## src/rtl/evg_v1_pkg.sv

```systemverilog
// Shared constants and FSM state type for the EVG v1 time-stamp serializer.
package evg_v1_pkg;

  localparam logic [7:0] EVT_SEC_BIT0  = 8'h70;
  localparam logic [7:0] EVT_SEC_BIT1  = 8'h71;
  localparam logic [7:0] EVT_SEC_LATCH = 8'h7D;

  typedef enum logic [1:0] {
    IDLE,
    SEND_LATCH,
    GAP,
    SEND_BIT
  } evg_state_t;

  // Event code carrying one seconds bit.
  function automatic logic [7:0] sec_bit_code(input logic b);
    return b ? EVT_SEC_BIT1 : EVT_SEC_BIT0;
  endfunction

endpackage

```

## src/rtl/evg_v1_time_stamp_serializer_if.sv

```systemverilog
// Event handshake towards the downstream event mux.
interface evg_v1_time_stamp_serializer_if;
  logic       EvtValid;
  logic [7:0] EvtCode;
  logic       EvtReady;

  modport master (output EvtValid, output EvtCode, input EvtReady);
  modport slave  (input EvtValid, input EvtCode, output EvtReady);
endinterface

```

## src/rtl/evg_v1_time_stamp_serializer_second_tick.sv

```systemverilog
// Sub-second down-counter; Tick is high for the one cycle the count is 0.
module evg_v1_second_tick #(
  parameter int unsigned CLKS_PER_SEC = 330556
) (
  input  logic Clock,
  input  logic Reset,
  output logic Tick
);

  localparam int unsigned CW = (CLKS_PER_SEC < 2) ? 1 : $clog2(CLKS_PER_SEC);
  localparam logic [CW-1:0] RELOAD = CW'(CLKS_PER_SEC - 1);

  logic [CW-1:0] count;

  // Count down from CLKS_PER_SEC-1, reload after reaching zero.
  always_ff @(posedge Clock) begin
    if (Reset)
      count <= RELOAD;
    else if (count == '0)
      count <= RELOAD;
    else
      count <= count - CW'(1);
  end

  assign Tick = (count == '0);

endmodule

```

## src/rtl/evg_v1_time_stamp_serializer.sv

```systemverilog
// Seconds counter and serializer: on every second emits 0x7D followed by the
// next seconds value, MSB first, as 0x70/0x71 events spaced by BIT_GAP.
module evg_v1_time_stamp_serializer
  import evg_v1_pkg::*;
#(
  parameter int unsigned CLKS_PER_SEC = 330556,
  parameter int unsigned BIT_GAP      = 16
) (
  input  logic                                  Clock,
  input  logic                                  Reset,
  input  logic                                  SecondsLoad,
  input  logic [31:0]                           SecondsLoadValue,
  input  logic                                  OverrunClear,
  evg_v1_time_stamp_serializer_if.master        evt,
  output logic [31:0]                           Seconds,
  output logic                                  Overrun
);

  localparam int unsigned GW = (BIT_GAP < 2) ? 1 : $clog2(BIT_GAP + 1);
  localparam logic [GW-1:0] GAP_LOAD = GW'(BIT_GAP);

  evg_state_t    state;
  logic          tick;
  logic          tick_pending;
  logic          pend_any;
  logic          enter_latch;
  logic [31:0]   shift_reg;
  logic [4:0]    bit_idx;
  logic [GW-1:0] gap_cnt;

  evg_v1_second_tick #(.CLKS_PER_SEC(CLKS_PER_SEC)) u_tick (
    .Clock (Clock),
    .Reset (Reset),
    .Tick  (tick)
  );

  // A same-cycle Tick counts as pending so IDLE reaches SEND_LATCH one cycle after Tick.
  assign pend_any = tick_pending | tick;

  // Seconds count and the value to serialise (the one the next 0x7D makes current).
  always_ff @(posedge Clock) begin
    if (Reset) begin
      Seconds   <= '0;
      shift_reg <= '0;
    end else begin
      if (SecondsLoad)
        Seconds <= SecondsLoadValue;
      else if (tick)
        Seconds <= Seconds + 32'd1;
      if (tick)
        shift_reg <= SecondsLoad ? (SecondsLoadValue + 32'd1) : (Seconds + 32'd2);
    end
  end

  // Sticky overrun: a second boundary while a serialisation is in flight; set beats clear.
  always_ff @(posedge Clock) begin
    if (Reset)
      Overrun <= 1'b0;
    else if (tick && (state != IDLE))
      Overrun <= 1'b1;
    else if (OverrunClear)
      Overrun <= 1'b0;
  end

  // Whether this cycle's transition lands in SEND_LATCH (consumes the pending tick).
  always_comb begin
    enter_latch = 1'b0;
    unique case (state)
      IDLE, SEND_LATCH, GAP: enter_latch = pend_any;
      SEND_BIT:              enter_latch = pend_any && evt.EvtReady && (bit_idx != '0);
      default:               enter_latch = 1'b0;
    endcase
  end

  // Tick capture, cleared on entry to SEND_LATCH.
  always_ff @(posedge Clock) begin
    if (Reset)
      tick_pending <= 1'b0;
    else
      tick_pending <= pend_any && !enter_latch;
  end

  // Serializer FSM with registered EvtValid/EvtCode; code is captured on entry
  // to a sending state so it stays stable even if shift_reg reloads meanwhile.
  // A tick while an unaccepted 0x7D is presented is absorbed by that 0x7D.
  always_ff @(posedge Clock) begin
    if (Reset) begin
      state        <= IDLE;
      bit_idx      <= 5'd31;
      gap_cnt      <= '0;
      evt.EvtValid <= 1'b0;
      evt.EvtCode  <= 8'h00;
    end else begin
      unique case (state)
        IDLE: begin
          if (pend_any) begin
            state        <= SEND_LATCH;
            evt.EvtValid <= 1'b1;
            evt.EvtCode  <= EVT_SEC_LATCH;
          end
        end

        SEND_LATCH: begin
          if (evt.EvtReady && !pend_any) begin
            bit_idx <= 5'd31;
            if (BIT_GAP == 0) begin
              state        <= SEND_BIT;
              evt.EvtValid <= 1'b1;
              evt.EvtCode  <= sec_bit_code(shift_reg[31]);
            end else begin
              state        <= GAP;
              gap_cnt      <= GAP_LOAD;
              evt.EvtValid <= 1'b0;
            end
          end
        end

        GAP: begin
          if (pend_any) begin
            state        <= SEND_LATCH;
            evt.EvtValid <= 1'b1;
            evt.EvtCode  <= EVT_SEC_LATCH;
          end else if (gap_cnt <= GW'(1)) begin
            state        <= SEND_BIT;
            evt.EvtValid <= 1'b1;
            evt.EvtCode  <= sec_bit_code(shift_reg[bit_idx]);
          end else begin
            gap_cnt <= gap_cnt - GW'(1);
          end
        end

        SEND_BIT: begin
          if (evt.EvtReady) begin
            if (bit_idx == '0) begin
              state        <= IDLE;
              evt.EvtValid <= 1'b0;
            end else if (pend_any) begin
              state        <= SEND_LATCH;
              evt.EvtValid <= 1'b1;
              evt.EvtCode  <= EVT_SEC_LATCH;
            end else begin
              bit_idx <= bit_idx - 5'd1;
              if (BIT_GAP == 0) begin
                evt.EvtValid <= 1'b1;
                evt.EvtCode  <= sec_bit_code(shift_reg[bit_idx - 5'd1]);
              end else begin
                state        <= GAP;
                gap_cnt      <= GAP_LOAD;
                evt.EvtValid <= 1'b0;
              end
            end
          end
        end

        default: begin
          state        <= IDLE;
          evt.EvtValid <= 1'b0;
        end
      endcase
    end
  end

endmodule

```

## src/flat_wrapper.sv

```systemverilog
// flat-port wrapper written by rule: the top's interface ports become plain ports
module evg_v1_time_stamp_serializer_flat import evg_v1_pkg::*;
#(
  parameter int unsigned CLKS_PER_SEC = 330556,
  parameter int unsigned BIT_GAP      = 16
)
  (Clock, Reset, SecondsLoad, SecondsLoadValue, OverrunClear, Seconds, Overrun, evt_EvtValid, evt_EvtCode, evt_EvtReady);
  evg_v1_time_stamp_serializer_if evt_i ();
  input  logic Clock;
  input  logic Reset;
  input  logic SecondsLoad;
  input  logic [31:0] SecondsLoadValue;
  input  logic OverrunClear;
  output logic [31:0] Seconds;
  output logic Overrun;
  output wire logic [$bits(evt_i.EvtValid)-1:0] evt_EvtValid;
  output wire logic [$bits(evt_i.EvtCode)-1:0] evt_EvtCode;
  input wire logic [$bits(evt_i.EvtReady)-1:0] evt_EvtReady;
  assign evt_EvtValid = evt_i.EvtValid;
  assign evt_EvtCode = evt_i.EvtCode;
  assign evt_i.EvtReady = evt_EvtReady;
  evg_v1_time_stamp_serializer #(.CLKS_PER_SEC(CLKS_PER_SEC), .BIT_GAP(BIT_GAP)) u_core (.Clock(Clock), .Reset(Reset), .SecondsLoad(SecondsLoad), .SecondsLoadValue(SecondsLoadValue), .OverrunClear(OverrunClear), .evt(evt_i), .Seconds(Seconds), .Overrun(Overrun));
endmodule
```

## config.mk

```make
export PLATFORM = sky130hd
export DESIGN_NAME = evg_v1_time_stamp_serializer_flat
export DESIGN_NICKNAME = d
export VERILOG_FILES = /design/src/rtl/evg_v1_pkg.sv /design/src/rtl/evg_v1_time_stamp_serializer_if.sv /design/src/rtl/evg_v1_time_stamp_serializer_second_tick.sv /design/src/rtl/evg_v1_time_stamp_serializer.sv /design/src/flat_wrapper.sv
export SDC_FILE = /design/constraint.sdc
export NUM_CORES = 1
export LEC_CHECK = 0
export ABC_AREA = 1
export BUFFER_PORTS_ARGS = -buffer_cell sky130_fd_sc_hd__buf_2
export CAP_MARGIN = 20
export CORE_UTILIZATION = 42
export CTS_BUF_LIST = sky130_fd_sc_hd__clkbuf_8 sky130_fd_sc_hd__clkbuf_16
export CTS_CLUSTER_SIZE = 16
export DETAILED_ROUTE_END_ITERATION = 7
export GPL_ROUTABILITY_DRIVEN = 0
export MAX_ROUTING_LAYER = met4
export PLACE_DENSITY = 0.6
export RECOVER_POWER = 100
export SYNTH_ARGS = -nofsm -noshare
export SYNTH_HDL_FRONTEND = slang
export SYNTH_SLANG_ARGS = --single-unit
```

## constraint.sdc

```tcl
create_clock -name Clock -period 2.3 [get_ports Clock]
set_input_delay 0.46 -clock Clock [delete_from_list [all_inputs] [get_ports Clock]]
set_output_delay 0.46 -clock Clock [all_outputs]
set_load 0.01 [all_outputs]
```

==> reports/metrics.cfg <==
[clocking]
cts_tree=yes
cts_setup_buffers=0
ctsHoldBuffers=0
cts-resized-gates=0
clk_latency_ns=0.36
cts_root_buf=clkbuf_16
cts_max_level=3
clkSlewWorstSetupHoldPaths_ns=0.07
numCtsBuffers=9
cts_num_sinks=101
cts.path.max_buffers=2

[grt]
grt_antenna_before_repair=0
grt_pass1_wl_um=37700
busiest_layer=met2
grtUsageMet1=0.354
grt_max_degree=54
first_global_vias=7166
grtUsageTotal=0.285
overflow=0
met3_usage=0.0446
use_met2=0.450

[cells_and_area]
syn2layout_area_growth_pct=13.4
nNetsFinal=1299
antenna_cells=0
finish.utilization=0.486
final_cells=1479
drive_gt1_frac=0.0898

[floorplan]
start_util=0.428
ios=79
die_w_um=132
die-height_um=132
core_area_um2=16500
rows=47
fp.dieArea_um2=17400

[synth]
syn_inst=1178
synth.distinct_cells=44
synth_area_leaders=dfxtp_1 29%, nand2_1 18%, nor2_1 9.4%, inv_1 6.5%, nand3_1 6.3%
yosysMostFrequentCell=nand2_1
synth-seq-cells=101
synth_edf_count=0
ys_seq_area_frac=0.286
syn-cell-area_um2=7080
netlist.area_leader.share=0.286
yosys_most_used_dff=dfxtp_1
yosysWarnings=0
async_flop_share=0
netlist_top_cells_count=335 x nand2_1, 177 x nor2_1, 123 x inv_1, 101 x dfxtp_1, 89 x nand3_1
avgSynthCellArea_um2=6.01
synth_top_cell_by_area=dfxtp_1

[worst_setup_path]
worstPathArrival_ns=2.39
crit_path_end_kind=flop
critPathRequiredTime_ns=2.56
cp_max_fo=5
startpoint_type=flop
path_class=reg -> reg

[placement]
dp_hpwl_um=18100
place_inst=1463
io_buffers=76

[drt]
drtIter0Drc=615
num_vias=7779
firstDrtPassIters=6
wl_um=23600
viasPerCell=5.26
routedWlPerCell_um=16.0
remaining_drc_errors=0
final_antenna_net_count=0

[timing]
slew_headroom=0.634
min_period_ns=2.14
skew_ns=0.0111
setup_viol=0
finalHoldViolCount=0
slew_violations=0
rsz0062_at_grt=no
worstMarginPinSlew_ns=0.545
fmax_ghz=0.468
post-route-period-util=0.929
fin_tns_setup_ns=0

[pwr]
cellLeakagePower_nw=3.47
powerDensity_nw_per_um2=496
ir_worst_vdd_mv=0.339
finalPower_mw=3.98

[hold_path]
hp-class=in -> reg

[run]
drv_cap=0

[outcome]
status=finished clean

==> critical path, stage by stage, from the launching register on <==
cell     delay [ns]
dfxtp_1        0.47
nand2_1        0.16
nor2_1         0.30
nand2_1        0.12
nor2_1         0.25
a21oi_1        0.17
o21ai_0        0.30
nand2_1        0.11
nor2_1         0.12
nor2_1         0.05
==> layout make-up <==
class / count / area (um2)
Tap cell: 220 / 275
Multi-Input combinational cell: 909 / 4350
Fill cell: 1810 / 8500
Sequential cell: 101 / 2020
Inverter: 126 / 473
Timing Repair Buffer: 107 / 587
Clock buffer: 10 / 239
Clock inverter: 6 / 78.8
==> metrics by stage <==
stage	area, um2	hold slack (ns)	worst slack (ns)
finish	8030	0.296	0.164
floorplan	7080	0.402	0.440
detailed placement	7780	0.421	0.168
global placement	7780	0.415	0.252
CTS	8100	0.289	0.218
global route	8030	0.288	0.00603
==> layout by cell type, fill, tap and decap left out, drive strengths merged <==
cell    instances
a211oi          1
a21oi          52
a22oi           1
a31oi          19
and3            1
buf            66
bufinv          1
clkbuf         51
clkinv          4
conb            2
dfxtp         101
ha              8
inv           127
nand2         338
nand3          94
nand3b          3
nand4          20
nor2          189
nor3           22
nor3b           1
nor4            1
o211ai         14
o21a            3
o21ai          78
o22ai           7
o31ai           2
o32ai           1
or2            11
xnor2           8
xor2           33
==> per-layer routing <==
layer	wire length, um	up-vias
met2	10800	277
li1	-	3959
met3	1480	57
met5	0	-
met4	1050	0
met1	10300	3486
==> kinds of logic (layout without fill, tap and decap cells) <==
family,Yosys count,count (layout),synth area share
xor+xnor,41,41,0.0507
flops,101,101,0.286
other cells,1,2,0.000530
fa+ha+maj,8,8,0.0141
compound gates,178,178,0.139
buf+inv,169,249,0.0990
simple gates,680,680,0.411
==> path summary, 6_finish.rpt <==
check | slack, ns | endpoint | start | cells after the start
hold reg to reg | 0.43 | u_core.u_tick.count[0]$_SDFF_PP1_ | u_core.u_tick.count[0]$_SDFF_PP1_ | 1
hold / removal | 0.30 | u_core.Overrun$_SDFFE_PP0P_ | OverrunClear | 2
setup / recovery | 0.16 | u_core.shift_reg[19]$_SDFFE_PP0P_ | u_core.Seconds[13]$_SDFFE_PP0P_ | 9
setup reg to reg | 0.16 | u_core.shift_reg[19]$_SDFFE_PP0P_ | u_core.Seconds[13]$_SDFFE_PP0P_ | 9
==> power by group <==
part / leakage [nW] / switching (mW) / internal (mW)
Clock: 0.157 / 0.771 / 0.897
Sequential: 0.821 / 0.0599 / 1.78
Combinational: 2.49 / 0.316 / 0.156
Total: 3.47 / 1.15 / 2.84
Note: power is estimated with default switching activity, not from simulation.
